## src/rtl/exec_mem_pipe.sv

```systemverilog
// exec_mem_pipe
//   Pipeline boundary between the exec stage and the memory stage. Each
//   instruction that exec hands over is captured into a two-entry skid buffer
//   (head H, tail T). The memory stage consumes entries from H through a
//   valid/ready handshake. ALU overflow (ADD/SUB only) and misaligned word
//   accesses turn the entry into a squashed exception record.
//
// Ports
//   clk, reset          rising-edge clock, synchronous active-high reset
//   flush               discard held entries and the instruction presented now
//   ex_valid / ex_ready exec-side handshake; ex_ready is registered
//   ex_aluop            ALU operation code (selects whether overflow matters)
//   ex_alu_out          ALU result, also the load/store address
//   ex_overflow         ALU overflow flag
//   ex_pc, ex_rd        instruction PC and destination register
//   ex_regwrite, ex_memread, ex_memwrite, ex_byte   control fields
//   ex_store_data       store data
//   mem_valid / mem_ready                           memory-side handshake
//   mem_result, mem_pc, mem_store_data, mem_rd      head entry data
//   mem_regwrite, mem_memread, mem_memwrite, mem_byte  head entry control
//   mem_exc, mem_exc_cause  head exception flag, cause (01 ovf, 10 misaligned)
//   exc_pulse           one-cycle pulse after an excepting entry is captured
//   exc_pc              PC of the most recent excepting entry
module exec_mem_pipe #(
    parameter int         REG_SIZE  = 32,
    parameter int         RADDR_W   = 5,
    parameter logic [7:0] ALUOP_ADD = 8'h01,
    parameter logic [7:0] ALUOP_SUB = 8'h02
) (
    input  logic                clk,
    input  logic                reset,
    input  logic                flush,
    input  logic                ex_valid,
    output logic                ex_ready,
    input  logic [7:0]          ex_aluop,
    input  logic [REG_SIZE-1:0] ex_alu_out,
    input  logic                ex_overflow,
    input  logic [REG_SIZE-1:0] ex_pc,
    input  logic [RADDR_W-1:0]  ex_rd,
    input  logic                ex_regwrite,
    input  logic                ex_memread,
    input  logic                ex_memwrite,
    input  logic                ex_byte,
    input  logic [REG_SIZE-1:0] ex_store_data,
    output logic                mem_valid,
    input  logic                mem_ready,
    output logic [REG_SIZE-1:0] mem_result,
    output logic [REG_SIZE-1:0] mem_pc,
    output logic [REG_SIZE-1:0] mem_store_data,
    output logic [RADDR_W-1:0]  mem_rd,
    output logic                mem_regwrite,
    output logic                mem_memread,
    output logic                mem_memwrite,
    output logic                mem_byte,
    output logic                mem_exc,
    output logic [1:0]          mem_exc_cause,
    output logic                exc_pulse,
    output logic [REG_SIZE-1:0] exc_pc
);

    typedef enum logic [1:0] {ST_EMPTY, ST_ONE, ST_TWO} state_t;

    typedef struct packed {
        logic [REG_SIZE-1:0] result;
        logic [REG_SIZE-1:0] pc;
        logic [REG_SIZE-1:0] store_data;
        logic [RADDR_W-1:0]  rd;
        logic                regwrite;
        logic                memread;
        logic                memwrite;
        logic                byte_op;
        logic                exc;
        logic [1:0]          cause;
    } entry_t;

    state_t              state_reg, state_next;
    entry_t              head_reg, head_next;
    entry_t              tail_reg, tail_next;
    entry_t              in_entry;
    logic                ex_ready_reg;
    logic                exc_pulse_reg;
    logic [REG_SIZE-1:0] exc_pc_reg;
    logic                acc;
    logic                drn;
    logic                ovf;
    logic                mis;

    assign acc = ex_valid & ex_ready_reg & ~flush;
    assign drn = (state_reg != ST_EMPTY) & mem_ready & ~flush;

    // Build the record for the incoming instruction. Overflow is only
    // meaningful for ADD/SUB; other ops leave the flag undefined. Overflow
    // takes priority over misalignment when both apply.
    always_comb begin
        ovf = ex_overflow & ((ex_aluop == ALUOP_ADD) | (ex_aluop == ALUOP_SUB));
        mis = (ex_memread | ex_memwrite) & ~ex_byte & (ex_alu_out[1:0] != 2'b00);

        in_entry            = '0;
        in_entry.result     = ex_alu_out;   // JUMP result is already 0 from the ALU
        in_entry.pc         = ex_pc;
        in_entry.store_data = ex_store_data;
        in_entry.rd         = ex_rd;
        in_entry.byte_op    = ex_byte;
        if (ovf | mis) begin
            // Squash all architectural side effects of the excepting instruction.
            in_entry.regwrite = 1'b0;
            in_entry.memread  = 1'b0;
            in_entry.memwrite = 1'b0;
            in_entry.exc      = 1'b1;
            in_entry.cause    = ovf ? 2'b01 : 2'b10;
        end else begin
            in_entry.regwrite = ex_regwrite;
            in_entry.memread  = ex_memread;
            in_entry.memwrite = ex_memwrite;
        end
    end

    // Occupancy FSM. H only changes on an EMPTY fill or a drain, so the
    // memory stage sees stable fields while it stalls.
    always_comb begin
        state_next = state_reg;
        head_next  = head_reg;
        tail_next  = tail_reg;
        unique case (state_reg)
            ST_EMPTY: begin
                if (acc) begin
                    state_next = ST_ONE;
                    head_next  = in_entry;
                end
            end
            ST_ONE: begin
                if (acc & ~drn) begin
                    state_next = ST_TWO;
                    tail_next  = in_entry;
                end else if (acc & drn) begin
                    head_next  = in_entry;
                end else if (drn) begin
                    state_next = ST_EMPTY;
                end
            end
            ST_TWO: begin
                // ex_ready is low here, so no accept can coincide.
                if (drn) begin
                    state_next = ST_ONE;
                    head_next  = tail_reg;
                end
            end
            default: state_next = ST_EMPTY;
        endcase
        if (flush) begin
            state_next = ST_EMPTY;
            head_next  = '0;
            tail_next  = '0;
        end
    end

    always_ff @(posedge clk) begin
        if (reset) begin
            state_reg     <= ST_EMPTY;
            head_reg      <= '0;
            tail_reg      <= '0;
            ex_ready_reg  <= 1'b0;
            exc_pulse_reg <= 1'b0;
            exc_pc_reg    <= '0;
        end else begin
            state_reg     <= state_next;
            head_reg      <= head_next;
            tail_reg      <= tail_next;
            // Registered ready: derived from next occupancy, never from mem_ready directly.
            ex_ready_reg  <= (state_next != ST_TWO);
            exc_pulse_reg <= acc & in_entry.exc;
            if (acc & in_entry.exc) begin
                exc_pc_reg <= ex_pc;
            end
        end
    end

    assign ex_ready       = ex_ready_reg;
    assign mem_valid      = (state_reg != ST_EMPTY);
    assign mem_result     = head_reg.result;
    assign mem_pc         = head_reg.pc;
    assign mem_store_data = head_reg.store_data;
    assign mem_rd         = head_reg.rd;
    assign mem_regwrite   = head_reg.regwrite;
    assign mem_memread    = head_reg.memread;
    assign mem_memwrite   = head_reg.memwrite;
    assign mem_byte       = head_reg.byte_op;
    assign mem_exc        = head_reg.exc;
    assign mem_exc_cause  = head_reg.cause;
    assign exc_pulse      = exc_pulse_reg;
    assign exc_pc         = exc_pc_reg;

endmodule
```

## config.mk

```make
export PLATFORM = sky130hd
export DESIGN_NAME = exec_mem_pipe
export DESIGN_NICKNAME = d
export VERILOG_FILES = /design/src/rtl/exec_mem_pipe.sv
export SDC_FILE = /design/constraint.sdc
export NUM_CORES = 1
export LEC_CHECK = 0
export CAP_MARGIN = 0
export CORE_MARGIN = 1
export CORE_UTILIZATION = 52
export DETAILED_ROUTE_END_ITERATION = 8
export PLACE_DENSITY_LB_ADDON = 0.05
export SYNTH_ARGS = -nofsm -noshare
export SYNTH_HDL_FRONTEND = slang
export SYNTH_SLANG_ARGS = --single-unit
```

## constraint.sdc

```tcl
create_clock -name clk -period 3.51 [get_ports clk]
set_input_delay 0.702 -clock clk [delete_from_list [all_inputs] [get_ports clk]]
set_output_delay 0.702 -clock clk [all_outputs]
set_load 0.005 [all_outputs]
```

==> flow_metrics.tcl <==
set metrics [dict create \
    status "finished, final reports clean" \
    synth-xor-area-share 0.000879 \
    syn-cell-area_sq_um 9960 \
    yosysTopAreaCellShare 0.506 \
    grt_overflow 0 \
    hold_violations 0 \
    synth_top_family_by_area "simple AND/OR/NAND/NOR gates" \
    start_util 0.531 \
    synth_edf_count 0 \
    grt_pass1_vias 8281 \
    crit_slowest_cell "dfxtp_1" \
    ctsHoldBuffers 0 \
    yosysMostFrequentCell "nand2_1" \
    areaGrowthSynthToFinish_pct 37.1 \
    yosys.area.top_type "dfxtp_1" \
    synth_compound_area_frac 0.158 \
    rows 50 \
    fin_util 0.728 \
    ios 262 \
    ys_seq_area_frac 0.506 \
    clock_tree.buffer_depth 3 \
    hold-worst-slack_ps 454 \
    setup_violations 0 \
    num_vias 9049 \
    final_nets 1556 \
    synthMuxAreaShare 0.0342 \
    power_mw 6.41 \
    synth.distinct_cells 32 \
    cp.required_ps 2810 \
    timing.slew.headroom 0.484 \
    cts_tree "built" \
    cts_htree_levels 1 \
    min_period_over_period 0.701 \
    die_h_um 140 \
    grt_max_degree 127 \
    grt_first_pass_wirelength_um 41500 \
    io_buffers 261 \
    detail_route.wl_per_cell_um 15.5 \
    drt_iter0_drc 533 \
    slew_violations 0 \
    ff2ff_setup_slack_ps 1500 \
    critical_path_class "flip-flop to output port" \
    peakVddDrop_uv 322 \
    synthFlopType "dfxtp_1" \
    postCtsSetupBuffers 0 \
    clk_pin_slew_ps 60 \
    yosys.area_share.adder 0 \
    vias_per_cell 5.35 \
    cts_buffers 26 \
    powerDensity_nw_per_um2 470 \
    antenna_found_initial 0 \
    routed_wl_um 26200 \
    hpwl_um 15700 \
    dieArea_sq_um 19700 \
    ys_warn_count 0 \
    largest_reg_flops 108 \
    fill_cells 1463 \
    post-route-drc-count 0 \
    path_cells "or2_2, clkdlybuf4s50_1" \
    synthCells 1241 \
    synth.area.top_cells "dfxtp_1 (51%), nand2_1 (16%), a311oi_1 (9.0%), a21oi_1 (5.2%), nand2b_1 (4.3%)" \
    worstSetupStartpointType "flip-flop" \
    tns_ps 0 \
    yosys.area_share.simple 0.258 \
    critPathMaxStageDelay_ps 550 \
    coreArea_sq_um 18800 \
    synth_area_per_cell_sq_um 8.03 \
    synth_fp_nets 1360 \
    synth.top_cells.by_count "nand2_1 (417), dfxtp_1 (252), nor2_1 (107), a21oi_1 (104), a311oi_1 (102)" \
    cts.sinks 252 \
    crit_fanout 9 \
    async_flop_share 0 \
    grt_usage 0.257 \
    ant_nets 0 \
    cts-root-buf "clkbuf_16" \
    hold_path_class "flip-flop to flip-flop" \
    power.leakage_nw 4.59 \
    clock_skew_ps 6.78 \
    die_w_um 140 \
    cts_resized 0 \
    end_kind "output port" \
    max_freq_ghz 0.406 \
    n_antenna_cell 0 \
    arrival_ps 1760 \
    ys_seq_elements 252 \
    dr.pass1.iters 5 \
    maxCapViolCount 0 \
    drive_gt1_frac 0.0480 \
    period_minus_slack_ps 2460 \
    tightestPinTransition_ps 772 \
    finalWeightedCongestion 0.730 \
    grt_setup_unrepaired "false" \
    clk_latency_ps 520 \
]
==> layer usage <==
| metal | vias to the layer above | routed length, um | track usage |
|---|---|---|---|
| met5 | - | 0 | 0 |
| met1 | 4148 | 10900 | 0.323 |
| li1 | 4564 | - | - |
| met2 | 283 | 12400 | 0.427 |
| met4 | 0 | 793 | 0.0920 |
| met3 | 54 | 2080 | 0.0639 |
==> worst paths after layout <==
| kind | startpoint | endpoint | depth (start not counted) |
|---|---|---|---|
| hold reg to reg | tail_reg[59]$_SDFFE_PP0P_ | tail_reg[59]$_SDFFE_PP0P_ | 2 |
| setup reg to reg | state_reg[1]$_SDFF_PP0_ | tail_reg[13]$_SDFFE_PP0P_ | 5 |
| setup / recovery | state_reg[1]$_SDFF_PP0_ | mem_valid | 2 |
| hold / removal | tail_reg[59]$_SDFFE_PP0P_ | tail_reg[59]$_SDFFE_PP0P_ | 2 |
==> cells in the final DEF (no fill, tap or decap), drive strengths merged, types with 2 or more instances in the layout <==
cell,netlist,layout
dfxtp,252,252
nand3,9,9
o41ai,2,2
a311oi,102,102
clkbuf,82,31
clkdlybuf4s50,0,260
a31oi,6,6
o21ai,10,10
clkinv,0,9
or2,3,3
clkinvlp,0,2
bufinv,0,6
a21oi,104,104
nor2b,4,4
mux2i,34,34
nand2,417,417
nor2,107,107
nand4,3,3
nand2b,68,68
buf,25,15
==> logic make-up after synthesis <==
group	Yosys count
flops	252
compound gates	228
simple gates	619
buf+inv	107
mux	34
xor+xnor	1
==> power breakdown <==
part           switching, mW  internal, mW  total, mW
registers             0.0195          2.90       2.92
logic                  0.211         0.251      0.462
clock network           1.15          1.89       3.03
==> metrics by stage <==
stage / area [sq um] / worst slack, ps / cells
global route: 13700 / 1000 / 1691
floorplan: 9960 / 1320 / 1241
global placement: 12700 / 738 / 1643
detailed placement: 12700 / 699 / 1643
finish: 13700 / 1050 / 1691
CTS: 13700 / 1030 / 1691
==> layout make-up <==
cell class,count,area (sq um),area share
sequential,252,5040,0.369
clock buffer,31,711,0.0520
timing repair buffer,275,2840,0.208
multi-input combinational,882,4530,0.331
clock inverter,17,244,0.0179
tap,234,293,0.0214
==> worst max-delay path, delay by kind of cell, from the launching register on <==
| kind | cells | cell delay (ps) |
|---|---|---|
| flip-flops | 1 | 550 |
| buffers and inverters | 1 | 510 |
| AND/OR/NAND/NOR | 1 | 180 |
Power figures use the tool's default switching activity.
